## src/rtl/ch0re_pl_ctrl.sv

```systemverilog
`default_nettype none
// ============================================================================
//  Module   : ch0re_pl_ctrl
//  Purpose  : Central pipeline sequencer for the 5-stage ch0re core
//             (IF/ID/EX/MEM/WB). Turns decoder hazard/illegal flags, EX
//             branch resolution and the LSU busy flag into per-stage load
//             enables, bubble/flush strobes and the PC source select. Runs
//             the drain-then-trap sequence for illegal instructions.
//             Owns no datapath.
//  Revision : 1.0 - initial release
// ----------------------------------------------------------------------------
//  Ports
//   clk           in   core clock
//   rst           in   synchronous, active-high reset
//   i_id_valid    in   ID holds a real (non-bubble) instruction
//   i_id_illegal  in   decoder: illegal instruction in ID
//   i_id_stall    in   decoder: load-use hazard in ID
//   i_br_taken    in   EX: branch/jump resolved taken this cycle
//   i_mem_busy    in   LSU: access not complete, freeze pipeline
//   o_if_en       out  PC / IF-ID register load enable
//   o_id_en       out  ID-EX register load enable
//   o_ex_en       out  EX-MEM register load enable
//   o_mem_en      out  MEM-WB register load enable
//   o_id_flush    out  load bubble into IF-ID
//   o_ex_flush    out  load bubble into ID-EX
//   o_pc_sel      out  0=PC+4, 1=branch target, 2=trap vector
//   o_trap        out  one-cycle illegal-instruction trap strobe
//   o_stall_cnt   out  saturating count of cycles with o_if_en==0
// ============================================================================
module ch0re_pl_ctrl #(
  parameter int DRAIN_CYCLES = 3,
  parameter int CNT_W        = 32
) (
  input  logic             clk,
  input  logic             rst,
  input  logic             i_id_valid,
  input  logic             i_id_illegal,
  input  logic             i_id_stall,
  input  logic             i_br_taken,
  input  logic             i_mem_busy,
  output logic             o_if_en,
  output logic             o_id_en,
  output logic             o_ex_en,
  output logic             o_mem_en,
  output logic             o_id_flush,
  output logic             o_ex_flush,
  output logic [1:0]       o_pc_sel,
  output logic             o_trap,
  output logic [CNT_W-1:0] o_stall_cnt
);

  localparam int DW = (DRAIN_CYCLES > 1) ? $clog2(DRAIN_CYCLES) : 1;
  localparam logic [DW-1:0] C_DRAIN_LAST = DW'(DRAIN_CYCLES - 1);

  localparam logic [1:0] C_PC_SEQ  = 2'd0;
  localparam logic [1:0] C_PC_BR   = 2'd1;
  localparam logic [1:0] C_PC_TRAP = 2'd2;

  typedef enum logic [1:0] {
    S_RUN      = 2'd0,
    S_MEM_WAIT = 2'd1,
    S_DRAIN    = 2'd2,
    S_TRAP     = 2'd3
  } state_t;

  state_t        r_state;
  state_t        w_next_state;
  logic [DW-1:0] r_drain_cnt;
  logic [DW-1:0] w_drain_cnt_nxt;

  always_ff @(posedge clk) begin
    if (rst) begin
      r_state     <= S_RUN;
      r_drain_cnt <= '0;
    end else begin
      r_state     <= w_next_state;
      r_drain_cnt <= w_drain_cnt_nxt;
    end
  end

  always_comb begin
    o_if_en         = 1'b1;
    o_id_en         = 1'b1;
    o_ex_en         = 1'b1;
    o_mem_en        = 1'b1;
    o_id_flush      = 1'b0;
    o_ex_flush      = 1'b0;
    o_pc_sel        = C_PC_SEQ;
    o_trap          = 1'b0;
    w_next_state    = r_state;
    w_drain_cnt_nxt = r_drain_cnt;

    if (rst) begin
      o_if_en    = 1'b0;
      o_id_en    = 1'b0;
      o_ex_en    = 1'b0;
      o_mem_en   = 1'b0;
      o_id_flush = 1'b1;
      o_ex_flush = 1'b1;
    end else begin
      case (r_state)
        // MEM_WAIT shares the RUN rules: while busy the freeze rule keeps
        // it parked, and on the first non-busy cycle the remaining rules
        // (including a branch held in EX) apply in that same cycle.
        S_RUN, S_MEM_WAIT: begin
          if (i_mem_busy) begin
            o_if_en      = 1'b0;
            o_id_en      = 1'b0;
            o_ex_en      = 1'b0;
            o_mem_en     = 1'b0;
            w_next_state = S_MEM_WAIT;
          end else if (i_br_taken) begin
            // Illegal/stall flags in ID belong to the wrong path here.
            o_pc_sel     = C_PC_BR;
            o_id_flush   = 1'b1;
            o_ex_flush   = 1'b1;
            w_next_state = S_RUN;
          end else if (i_id_valid && i_id_illegal) begin
            o_if_en         = 1'b0;
            o_ex_flush      = 1'b1;
            w_drain_cnt_nxt = '0;
            w_next_state    = S_DRAIN;
          end else if (i_id_stall) begin
            o_if_en      = 1'b0;
            o_id_en      = 1'b0;
            o_ex_flush   = 1'b1;
            w_next_state = S_RUN;
          end else begin
            w_next_state = S_RUN;
          end
        end

        S_DRAIN: begin
          o_if_en    = 1'b0;
          o_ex_flush = 1'b1;
          if (i_mem_busy) begin
            // Frozen: older instructions cannot retire, so no progress.
            o_ex_en  = 1'b0;
            o_mem_en = 1'b0;
          end else if (i_br_taken) begin
            // An older branch redirects; the illegal instr is on a dead path.
            o_if_en      = 1'b1;
            o_pc_sel     = C_PC_BR;
            o_id_flush   = 1'b1;
            w_next_state = S_RUN;
          end else if (r_drain_cnt == C_DRAIN_LAST) begin
            w_next_state = S_TRAP;
          end else begin
            w_drain_cnt_nxt = r_drain_cnt + DW'(1);
          end
        end

        S_TRAP: begin
          o_if_en      = 1'b0;
          o_pc_sel     = C_PC_TRAP;
          o_trap       = 1'b1;
          o_id_flush   = 1'b1;
          o_ex_flush   = 1'b1;
          w_next_state = S_RUN;
        end

        default: begin
          w_next_state = S_RUN;
        end
      endcase
    end
  end

  // Performance counter: saturates rather than wrapping.
  always_ff @(posedge clk) begin
    if (rst) begin
      o_stall_cnt <= '0;
    end else if (!o_if_en && (o_stall_cnt != {CNT_W{1'b1}})) begin
      o_stall_cnt <= o_stall_cnt + CNT_W'(1);
    end
  end

endmodule
`default_nettype wire

```

## config.mk

```make
export PLATFORM = sky130hd
export DESIGN_NAME = ch0re_pl_ctrl
export DESIGN_NICKNAME = d
export VERILOG_FILES = /design/src/rtl/ch0re_pl_ctrl.sv
export SDC_FILE = /design/constraint.sdc
export NUM_CORES = 1
export LEC_CHECK = 0
export ABC_CLOCK_PERIOD_IN_PS = 7200
export BUFFER_PORTS_ARGS = -buffer_cell sky130_fd_sc_hd__buf_2
export CAP_MARGIN = 10
export CORE_MARGIN = 5
export CORE_UTILIZATION = 57
export CTS_CLUSTER_DIAMETER = 40
export CTS_CLUSTER_SIZE = 10
export DETAILED_ROUTE_END_ITERATION = 10
export PLACE_DENSITY = 0.93
export SLEW_MARGIN = 15
export SYNTH_ARGS = -nofsm -noshare
export SYNTH_HDL_FRONTEND = slang
export SYNTH_SLANG_ARGS = --single-unit
```

## constraint.sdc

```tcl
create_clock -name clk -period 7.2 [get_ports clk]
set_clock_uncertainty 0.05 [all_clocks]
set_input_delay 2.16 -clock clk [delete_from_list [all_inputs] [get_ports clk]]
set_output_delay 2.16 -clock clk [all_outputs]
set_load 0.01 [all_outputs]
```

==> results by group, run 1 <==
Outcome
  • Status: finished clean

Final layout
  • Area grow syn2layout: 15.1%
  • Fill cell count: 276
  • # diodes: 0
  • Final #Nets: 293
  • Layout cell share with drive strength beyond 1: 24.2%
  • Area of the multi-input gates: 0.00120 mm²
  • Register Area: 721 µm²
  • Fin area: 0.00232 mm²

Route
  • DR iter-0 viols: 220
  • DRT antenna net count: 0
  • DR vias: 2,005
  • DR vias/cell: 6.06
  • Detailed Routing Iterations Pass 1: 4
  • Drt drc: 0
  • Post-detailed-route wirelength per cell: 14.1 µm
  • Final WL: 4.68 mm

Power and ir drop
  • Sequential Power Share: 54.2%
  • P_leak: 0.865 nW
  • Overall power: 378 µW
  • Logic pwr share: 7.8%
  • Net Sw Frac: 24.7%
  • Int Power: 285 µW
  • Sw power: 93.3 µW
  • VDD IR max: 126 µV
  • Power Dens Cells: 163 mW/mm²
  • Clock power frac: 38.0%

Yosys
  • Cells after synthesis: 242
  • Synth Net Count: 251
  • Yosys warnings: 0
  • Asr flop ratio synth: 0%
  • Sequential share of the synthesized area: 35.8%
  • Top cell type's share of synthesized area: 35.8%
  • Post-synthesis cell area: 0.00202 mm²
  • Number of synthesized flops with an enable pin: 0
  • Largest area contributor in the synthesized netlist: dfxtp_1
  • Largest cells by area after synthesis: dfxtp_1 36%, a21oi_1 7.2%, nor2_1 3.9%
  • FF+latch count, synth: 36
  • Avg Cell Area, Syn: 8.33 µm²
  • Cell variety after synth: 52
  • Top FF cell, synth: dfxtp_1

Die
  • Io pins: 48
  • Site Rows: 21
  • Die area: 0.00483 mm²
  • Die W: 69.5 µm
  • Starting Density: 59.5%
  • Die H: 69.5 µm
  • Core area: 0.00339 mm²

Global routing
  • Vias in the first global route: 1,831
  • First-pass GRT wire length: 7.91 mm
  • Largest net degree at the start of global routing: 47
  • Met3 GRT Util: 5.80%
  • Met2 GRT Util: 33.4%
  • GRT met1 Usage: 22.5%
  • Overall Global Routing Usage: 19.6%
  • Total gr overflow: 0
  • Busiest layer in global routing: met2
  • Initial antenna violation count: 0

Setup path
  • Crit Path Max Fanout: 46
  • Reg-to-Reg End: o_stall_cnt[1]$_SDFFE_PP0P_
  • Crit-path most repeated cell: buf_2
  • Crit path capture type: primary output
  • Worst-path cell chain: buf_2 > a211oi_1 > o21ai_4 > inv_2 > buf_2
  • WS Path Type: in2out
  • Critical Path Max Stage Delay: 0.41 ns
  • Element type at the critical path start: input port
  • Critical Path AT: 3.41 ns
  • Req. time, crit path: 4.99 ns
  • Worst r2r src: o_stall_cnt[17]$_SDFFE_PP0P_
  • CP max stage cell: a211oi_1
  • R2R setup slack: 4.68 ns
  • R2R cell count: 5

CTS
  • Hold buffer count at CTS: 0
  • H-tree levels: 2
  • PostCTS Resize Cnt: 0
  • Clk_lat worst skew: 0.35 ns
  • Reg clk slew, reported paths: 0.11 ns
  • Postcts setup bufs: 0
  • Clock Tree Buf Depth: 2
  • Clock sinks: 36
  • CTS tree: built
  • Root Buffer: clkbuf_4
  • Total CTS buffers: 5

Place
  • Gpl congestion: 0.823
  • Port Buf Inserts: 47
  • Detail Placement HPWL: 3.33 mm
  • Placed cell area: 0.00224 mm²

Timing
  • Max Slew Vio Count: 0
  • Worst-Margin Slew: 0.776 ns
  • Unrepaired setup endpoints after global routing: no
  • Final Critical Period: 5.62 ns
  • Max transition margin: 48.3%
  • Peak Freq: 178 MHz
  • Setup TNS: 0 ns
  • Final Cycle Share: 78.1%
  • Final setup viols: 0
  • Final Hold Vio Count: 0

Hold path
  • Min-delay worst type: reg2reg
  • Hold Startpoint: r_drain_cnt[0]$_SDFFE_PP0P_
  • Hold Path Sink: r_drain_cnt[0]$_SDFFE_PP0P_
  • Hold path depth: 2

Job
  • Max cap viols: 0
-- synth_stat cells, drive strengths merged, types with 2 or more instances --
master  instances
dfxtp          36
a21oi          29
nor2           21
nand2          20
nand4          12
o21ai          10
o31ai          10
nand3           9
or3             9
or4             9
inv             8
buf             6
clkbuf          6
nor4            6
a211oi          5
nand2b          5
xnor2           5
a31o            3
and3            3
nand3b          3
and2            2
ha              2
nor3            2
nor4b           2
o41ai           2
or3b            2
-- placed cells by master (no fill, tap or decap), types with 7 or more instances in the layout --
cell     synthesis  layout
a21oi_1         29      29
buf_2            1      47
dfxtp_1         36      36
inv_1            7       7
nand2_1         20      20
nand3_1          9       9
nand4_1         10      10
nor2_1          21      21
o31ai_1         10      10
or3_1            9       9
or4_1            9       9
-- per-stage QoR --
step | hold WS, ns | instances | utilization, % | worst slack [ns]
floorplan | 0.386 | 242 | - | 1.72
global placement | 0.393 | 323 | 66.2 | 1.62
detailed placement | 0.402 | 323 | 66.2 | 1.58
CTS | 0.419 | 331 | 68.4 | 1.58
global route | 0.441 | 331 | 68.4 | 1.51
finish | 0.420 | 331 | 68.4 | 1.58
-- cell families after synthesis --
group	synth area share, %
buffers and inverters	4.72
adders and majority gates	1.24
muxes	0.497
xor gates and xnor gates	2.61
AOI/OAI and AO/OA	22.3
DFF	35.8
and+or+nand+nor	32.8
-- critical path: cells and delay by family --
kind            cells  cell delay (ns)
compound gates      2             0.56
buf+inv             3             0.67
-- layout make-up --
cell class | count | share of cell area [%]
Multi-Input combinational cell | 186 | 51.7
Clock buffer | 6 | 1.78
Inverter | 8 | 1.29
Clock inverter | 2 | 1.51
Tap cell | 46 | 2.48
Timing Repair Buffer | 47 | 10.1
Sequential cell | 36 | 31.1
-- worst max path at each step --
stage          startpoint     endpoint  slack (ns)
2_1_floorplan         rst  o_pc_sel[1]        1.72
3_3_place_gp          rst      o_if_en        1.62
3_5_place_dp          rst      o_if_en        1.58
4_1_cts               rst      o_if_en        1.58
5_1_grt               rst      o_if_en        1.51
6_report              rst      o_if_en        1.58
-- layer usage --
| metal | part of all wire [%] | vias up |
|---|---|---|
| li1 | - | 996 |
| met1 | 42 | 936 |
| met2 | 49 | 62 |
| met3 | 6.4 | 11 |
| met4 | 2.1 | 0 |
| met5 | 0 | - |
-- state kept, by name, summed over array words and instances (netlist names) --
name         flops
o_stall_cnt     32
r_drain_cnt      2
r_state          2
-- power by group through the flow --
stage | clock (mW) | combinational [mW] | sequential [mW]
3_5_place_dp | 0 | 0.0292 | 0.209
4_1_cts | 0.145 | 0.0295 | 0.205
2_1_floorplan | 0 | 0.0207 | 0.209
3_3_place_gp | 0 | 0.0283 | 0.209
6_report | 0.144 | 0.0295 | 0.205
5_1_grt | 0.157 | 0.0326 | 0.205
(Power assumes the default switching activity.)
==> run 2, diff against run 1 <==
--- a/config.mk
+++ b/config.mk
@@ -5,15 +5,15 @@
 export SDC_FILE = /design/constraint.sdc
 export NUM_CORES = 1
 export LEC_CHECK = 0
-export ABC_CLOCK_PERIOD_IN_PS = 7200
+export ABC_CLOCK_PERIOD_IN_PS = 4750
 export BUFFER_PORTS_ARGS = -buffer_cell sky130_fd_sc_hd__buf_2
 export CAP_MARGIN = 10
 export CORE_MARGIN = 5
-export CORE_UTILIZATION = 57
+export CORE_UTILIZATION = 48
 export CTS_CLUSTER_DIAMETER = 40
 export CTS_CLUSTER_SIZE = 10
 export DETAILED_ROUTE_END_ITERATION = 10
-export PLACE_DENSITY = 0.93
+export PLACE_DENSITY = 0.85
 export SLEW_MARGIN = 15
 export SYNTH_ARGS = -nofsm -noshare
 export SYNTH_HDL_FRONTEND = slang
==> constraint.sdc (replaced) <==
create_clock -name clk -period 4.75 [get_ports clk]
set_clock_uncertainty 0.05 [all_clocks]
set_input_delay 1.425 -clock clk [delete_from_list [all_inputs] [get_ports clk]]
set_output_delay 1.425 -clock clk [all_outputs]
set_load 0.01 [all_outputs]
==> run 2 against run 1 <==
- setup slack got worse by 0.71 ns
- critical path type unchanged
- cell count grew 1.2%
- largest power group unchanged
- via count decreased by 2.0%
- sequential cell count unchanged
- design area rose by 0.59%
- utilization down 11 points
- clock power is 42% higher
==> results by group, run 2 (same netlist as run 1, synthesis figures left out) <==
Final layout
  • Biggest register: o_stall_cnt (unchanged)
  • Area grow syn2layout: 15.8% (was 15.1%)
  • Most common cell after layout, fill and taps aside: buf_2 (unchanged)
  • Final Core Density: 57.9% (was 68.4%)
  • Final #Nets: 294 (was 293)
  • Max reg flops: 32 (unchanged)
  • Layout cell share with drive strength beyond 1: 24.2% (unchanged)
  • # diodes: 0 (unchanged)
  • Largest regs: o_stall_cnt: 32 flops, r_drain_cnt: 2 flops, r_state: 2 flops (unchanged)
  • Most frequent cells in the layout: 47 x buf_2, 36 x dfxtp_1, 29 x a21oi_1 (unchanged)

Route
  • DR vias/cell: 5.87 (was 6.06)
  • DRT antenna net count: 0 (unchanged)
  • Drt drc: 0 (unchanged)
  • Final WL: 4.69 mm (was 4.68 mm)
  • Post-detailed-route wirelength per cell: 14.0 µm (was 14.1 µm)
  • DR vias: 1,965 (was 2,005)
  • Detailed Routing Iterations Pass 1: 4 (unchanged)
  • DR iter-0 viols: 97 (was 220)

Timing
  • Worst-Margin Slew: 0.683 ns (was 0.776 ns)
  • Setup TNS: 0 ns (unchanged)
  • Final setup viols: 0 (unchanged)
  • Final Hold Vio Count: 0 (unchanged)
  • Peak Freq: 257 MHz
  • Final Critical Period: 3.89 ns
  • Final Cycle Share: 81.8%
  • Max Slew Vio Count: 0 (unchanged)
  • Max transition margin: 54.1% (was 48.3%)
  • Unrepaired setup endpoints after global routing: no (unchanged)

Setup path
  • R2R cell count: 5 (unchanged)
  • Critical Path Max Stage Delay: 0.36 ns (was 0.41 ns)
  • Buf+Inv Stages, Crit Path: 3 (unchanged)
  • Element type at the critical path start: input port (unchanged)
  • Crit-path most repeated cell: buf_2 (unchanged)
  • Critical Path AT: 2.41 ns (was 3.41 ns)
  • WP depth: 5 (unchanged)
  • Req. time, crit path: 3.27 ns (was 4.99 ns)
  • Crit path max-delay family: compound AO/OA/AOI/OAI gates (was buffers and inverters)
  • Crit path capture type: primary output (unchanged)
  • Worst-path cell chain: buf_2 > a211oi_1 > o21ai_4 > inv_2 > buf_2 (unchanged)
  • CP max stage cell: a211oi_1 (unchanged)
  • WS Path Type: in2out (unchanged)
  • Crit Path Max Fanout: 8 (was 46)

Global routing
  • Largest net degree at the start of global routing: 46 (was 47)
  • Vias in the first global route: 1,802 (was 1,831)
  • First-pass GRT wire length: 7.88 mm (was 7.91 mm)
  • Overall Global Routing Usage: 18.1% (was 19.6%)
  • Total gr overflow: 0 (unchanged)
  • Initial antenna violation count: 0 (unchanged)

CTS
  • Clock Tree Buf Depth: 2 (unchanged)
  • Hold buffer count at CTS: 0 (unchanged)
  • Total CTS buffers: 5 (unchanged)
  • Postcts setup bufs: 0 (unchanged)
  • Clock sinks: 36 (unchanged)
  • CTS tree: built (unchanged)
  • Root Buffer: clkbuf_8 (was clkbuf_4)
  • PostCTS Resize Cnt: 0 (unchanged)
  • H-tree levels: 2 (unchanged)
  • Reg clk slew, reported paths: 0.06 ns (was 0.11 ns)
  • Clk_lat worst skew: 0.29 ns (was 0.35 ns)

Hold path
  • Min-delay worst type: reg2reg (unchanged)
  • Hold path depth: 2 (unchanged)

Die
  • Die W: 74.8 µm (was 69.5 µm)
  • Io pins: 48 (unchanged)
  • Site Rows: 23 (was 21)
  • Die H: 74.8 µm (was 69.5 µm)
  • Die area: 0.00560 mm² (was 0.00483 mm²)
  • Starting Density: 50.0% (was 59.5%)
  • Core area: 0.00403 mm² (was 0.00339 mm²)

Power and ir drop
  • Power Dens Cells: 240 mW/mm² (was 163 mW/mm²)
  • VDD IR max: 173 µV (was 126 µV)
  • P_leak: 0.868 nW (was 0.865 nW)

Place
  • Detail Placement HPWL: 3.49 mm (was 3.33 mm)
  • Gpl congestion: 0.806 (was 0.823)
  • Port Buf Inserts: 47 (unchanged)

Outcome
  • Status: finished clean (unchanged)

Job
  • Max cap viols: 0 (unchanged)
## run 2: worst min-delay path: stages, from the launching register on
cell     delay (ns)
dfxtp_1        0.31
nand2_1        0.05
a21oi_1        0.05
## run 2: cell type report
class,count,area (µm²)
timing repair buffer,48,243
clock buffer,6,72.6
sequential,36,721
fill,381,1700
multi-input combinational,186,1200
clock inverter,1,5.00
tap,50,62.6
inverter,8,30.0
## run 2: per-layer routing
metal | up-vias | share of wire, % | GRT usage [%]
li1 | 999 | - | -
met1 | 915 | 43 | 21.2
met5 | - | 0 | 0
met2 | 44 | 51 | 32.5
met3 | 7 | 5.1 | 3.74
met4 | 0 | 1.3 | 6.52
## run 2: final timing paths
path / startpoint / endpoint / slack, ns
max: i_mem_busy / o_if_en / 0.86
min: r_drain_cnt[1]$_SDFFE_PP0P_ / r_drain_cnt[1]$_SDFFE_PP0P_ / 0.41
max reg2reg: o_stall_cnt[17]$_SDFFE_PP0P_ / o_stall_cnt[1]$_SDFFE_PP0P_ / 2.30
min reg2reg: r_drain_cnt[1]$_SDFFE_PP0P_ / r_drain_cnt[1]$_SDFFE_PP0P_ / 0.41
## run 2: power by group
| group | switching, mW | total (mW) | internal, mW |
|---|---|---|---|
| sequential | 0.00488 | 0.310 | 0.305 |
| combinational | 0.0284 | 0.0445 | 0.0161 |
| clock | 0.104 | 0.204 | 0.0996 |
## run 2: through the flow
stage / total power [mW] / worst slack, ns / hold WS, ns / instance area, µm² / instances
6_report: 0.559 / 0.865 / 0.409 / 2330 / 335
5_1_grt: 0.586 / 0.786 / 0.431 / 2330 / 335
4_1_cts: 0.564 / 0.859 / 0.415 / 2330 / 335
3_5_place_dp: 0.362 / 0.857 / 0.406 / 2260 / 328
3_3_place_gp: 0.361 / 0.891 / 0.394 / 2260 / 328
2_1_floorplan: 0.349 / 0.744 / 0.386 / 2020 / 242
==> run 3, diff against run 2 <==
--- a/config.mk
+++ b/config.mk
@@ -5,7 +5,7 @@
 export SDC_FILE = /design/constraint.sdc
 export NUM_CORES = 1
 export LEC_CHECK = 0
-export ABC_CLOCK_PERIOD_IN_PS = 4750
+export ABC_CLOCK_PERIOD_IN_PS = 3300
 export BUFFER_PORTS_ARGS = -buffer_cell sky130_fd_sc_hd__buf_2
 export CAP_MARGIN = 10
 export CORE_MARGIN = 5
==> constraint.sdc (replaced) <==
create_clock -name clk -period 3.3 [get_ports clk]
set_clock_uncertainty 0.05 [all_clocks]
set_input_delay 0.99 -clock clk [delete_from_list [all_inputs] [get_ports clk]]
set_output_delay 0.99 -clock clk [all_outputs]
set_load 0.01 [all_outputs]
==> run 3 against run 2 <==
- cell count grew 0.60%
- die area did not move
- non-clock buffer count rose by 2
- register-to-register slack worse by 1.5 ns
- critical path depth unchanged
- global-route usage decreased by 0.26 points
- combinational power is 43% higher
- total power up 44%
- first-iteration DRC count increased by 48%
- clock-buffer cell count stayed put
- clock power is 45% higher
- worst hold slack gained 0.0070 ns
- critical path type unchanged
- highest routed layer unchanged
==> results by group, run 3 (same netlist as run 1, synthesis figures left out) <==
CTS
  • Postcts setup bufs: 0 (unchanged)
  • PostCTS Resize Cnt: 0 (unchanged)
  • Reg clk slew, reported paths: 0.06 ns (about the same)
  • Clock sinks: 36 (unchanged)
  • Root Buffer: clkbuf_8 (unchanged)
  • CTS tree: built (unchanged)
  • Hold buffer count at CTS: 0 (unchanged)
  • Clock Tree Buf Depth: 2 (unchanged)
  • Clk_lat worst skew: 0.29 ns (about the same)
  • Total CTS buffers: 5 (unchanged)
  • H-tree levels: 2 (unchanged)

Place
  • Port Buf Inserts: 47 (unchanged)
  • Placed insts: 330 (was 328)
  • Pre-CTS setup slack: 0.289 ns (was 0.857 ns)
  • Placed cell area: 0.00227 mm² (was 0.00226 mm²)
  • Gpl congestion: 0.807 (was 0.806)
  • Detail Placement HPWL: 3.49 mm (about the same)

Power and ir drop
  • P_leak: 0.879 nW (was 0.868 nW)
  • Power Dens Cells: 343 mW/mm² (was 240 mW/mm²)
  • VDD IR max: 180 µV (was 173 µV)

Timing
  • Max Slew Vio Count: 0 (unchanged)
  • Setup TNS: 0 ns (unchanged)
  • Final Critical Period: 2.99 ns
  • Setup WS post-layout: 0.310 ns (was 0.865 ns)
  • Peak Freq: 334 MHz
  • Unrepaired setup endpoints after global routing: no (unchanged)
  • Final Hold Vio Count: 0 (unchanged)
  • Worst-Margin Slew: 0.652 ns (was 0.683 ns)
  • Final setup viols: 0 (unchanged)
  • Max transition margin: 56.5% (was 54.1%)
  • Final Cycle Share: 90.6%
  • WHS: 0.416 ns (was 0.409 ns)

Hold path
  • Hold path depth: 2 (unchanged)
  • Hold Path Sink: r_drain_cnt[0]$_SDFFE_PP0P_ (was r_drain_cnt[1]$_SDFFE_PP0P_)
  • Min-delay worst type: reg2reg (unchanged)
  • Hold Startpoint: r_drain_cnt[0]$_SDFFE_PP0P_ (was r_drain_cnt[1]$_SDFFE_PP0P_)

Job
  • Max cap viols: 0 (unchanged)

Setup path
  • Reg-to-Reg End: o_stall_cnt[1]$_SDFFE_PP0P_ (unchanged)
  • Worst r2r src: o_stall_cnt[2]$_SDFFE_PP0P_ (was o_stall_cnt[17]$_SDFFE_PP0P_)
  • Element type at the critical path start: input port (unchanged)
  • R2R setup slack: 0.84 ns (was 2.30 ns)
  • R2R cell count: 5 (unchanged)
  • Critical Path AT: 1.95 ns (was 2.41 ns)
  • Req. time, crit path: 2.26 ns (was 3.27 ns)
  • Crit Path Max Fanout: 8 (unchanged)
  • WS Path Type: in2out (unchanged)
  • Crit path capture type: primary output (unchanged)

Die
  • Starting Density: 50.0% (unchanged)
  • Die area: 0.00560 mm² (unchanged)
  • Core area: 0.00403 mm² (unchanged)
  • Io pins: 48 (unchanged)
  • Site Rows: 23 (unchanged)
  • Die W: 74.8 µm (unchanged)
  • Die H: 74.8 µm (unchanged)

Route
  • Detailed Routing Iterations Pass 1: 4 (unchanged)
  • DR vias/cell: 5.88 (was 5.87)
  • Post-detailed-route wirelength per cell: 13.9 µm (was 14.0 µm)
  • Final WL: 4.68 mm (was 4.69 mm)
  • DR vias: 1,980 (was 1,965)
  • DR iter-0 viols: 144 (was 97)
  • DRT antenna net count: 0 (unchanged)
  • Drt drc: 0 (unchanged)

Final layout
  • Most frequent cells in the layout: 47 x buf_2, 36 x dfxtp_1, 29 x a21oi_1 (unchanged)
  • Layout cell share with drive strength beyond 1: 24.7% (was 24.2%)
  • # diodes: 0 (unchanged)
  • Final #Nets: 296 (was 294)
  • Largest regs: o_stall_cnt: 32 flops, r_drain_cnt: 2 flops, r_state: 2 flops (unchanged)
  • Non-filler cells, final: 337 (was 335)
  • Most common cell after layout, fill and taps aside: buf_2 (unchanged)
  • Fin area: 0.00235 mm² (was 0.00233 mm²)
  • Area grow syn2layout: 16.5% (was 15.8%)
  • Max reg flops: 32 (unchanged)
  • Biggest register: o_stall_cnt (unchanged)

Global routing
  • Overall Global Routing Usage: 17.8% (was 18.1%)
  • Vias in the first global route: 1,826 (was 1,802)
  • First-pass GRT wire length: 7.78 mm (was 7.88 mm)
  • Total gr overflow: 0 (unchanged)
  • Largest net degree at the start of global routing: 46 (unchanged)
  • Initial antenna violation count: 0 (unchanged)

Outcome
  • Status: finished clean (unchanged)
run 3: cell types whose count changed in the layout (fill, tap and decap cells not counted):
cell,delta
buf_4,+2
run 3: routing by layer:
metal	up-vias	global-route usage, %	share of wire, %
li1	999	-	-
met1	924	20.3	42
met2	49	31.7	50
met3	8	4.14	6.4
met4	0	7.71	1.7
met5	-	0	0
run 3: area by class of cell:
cell class / count / area (µm²)
inverters: 8 / 30.0
fillers: 395 / 1680
repair buffers: 50 / 258
well taps: 50 / 62.6
flip-flops and latches: 36 / 721
clock inverters: 1 / 5.00
clock buffers: 6 / 72.6
multi-input cells: 186 / 1200
run 3: stage by stage:
stage | power (mW) | utilization [%]
3_5_place_dp | 0.521 | 56.4
5_1_grt | 0.839 | 58.3
4_1_cts | 0.813 | 58.3
2_1_floorplan | 0.502 | -
6_report | 0.805 | 58.3
3_3_place_gp | 0.519 | 56.4
run 3: worst max path at each step:
stage / endpoint / slack (ns) / cells past startpoint / start
after floorplan: o_pc_sel[1] / 0.16 / 5 / rst
after global placement: o_if_en / 0.32 / 5 / i_id_valid
after detailed placement: o_if_en / 0.29 / 5 / i_id_valid
after CTS: o_if_en / 0.29 / 5 / i_id_valid
after global routing: o_if_en / 0.21 / 5 / i_mem_busy
final: o_if_en / 0.31 / 5 / i_mem_busy
run 3: critical path, stage by stage:
cell and delay [ns]:
buf_2 0.14, a211oi_1 0.35, o21ai_4 0.15, inv_2 0.16, buf_2 0.16
run 3: report_power, final:
part	leakage [nW]	switching, mW	total [mW]	internal, mW
registers	0.291	0.00698	0.447	0.440
logic	0.547	0.0403	0.0635	0.0232
clock network	0.0410	0.152	0.295	0.143
total	0.879	0.199	0.805	0.606
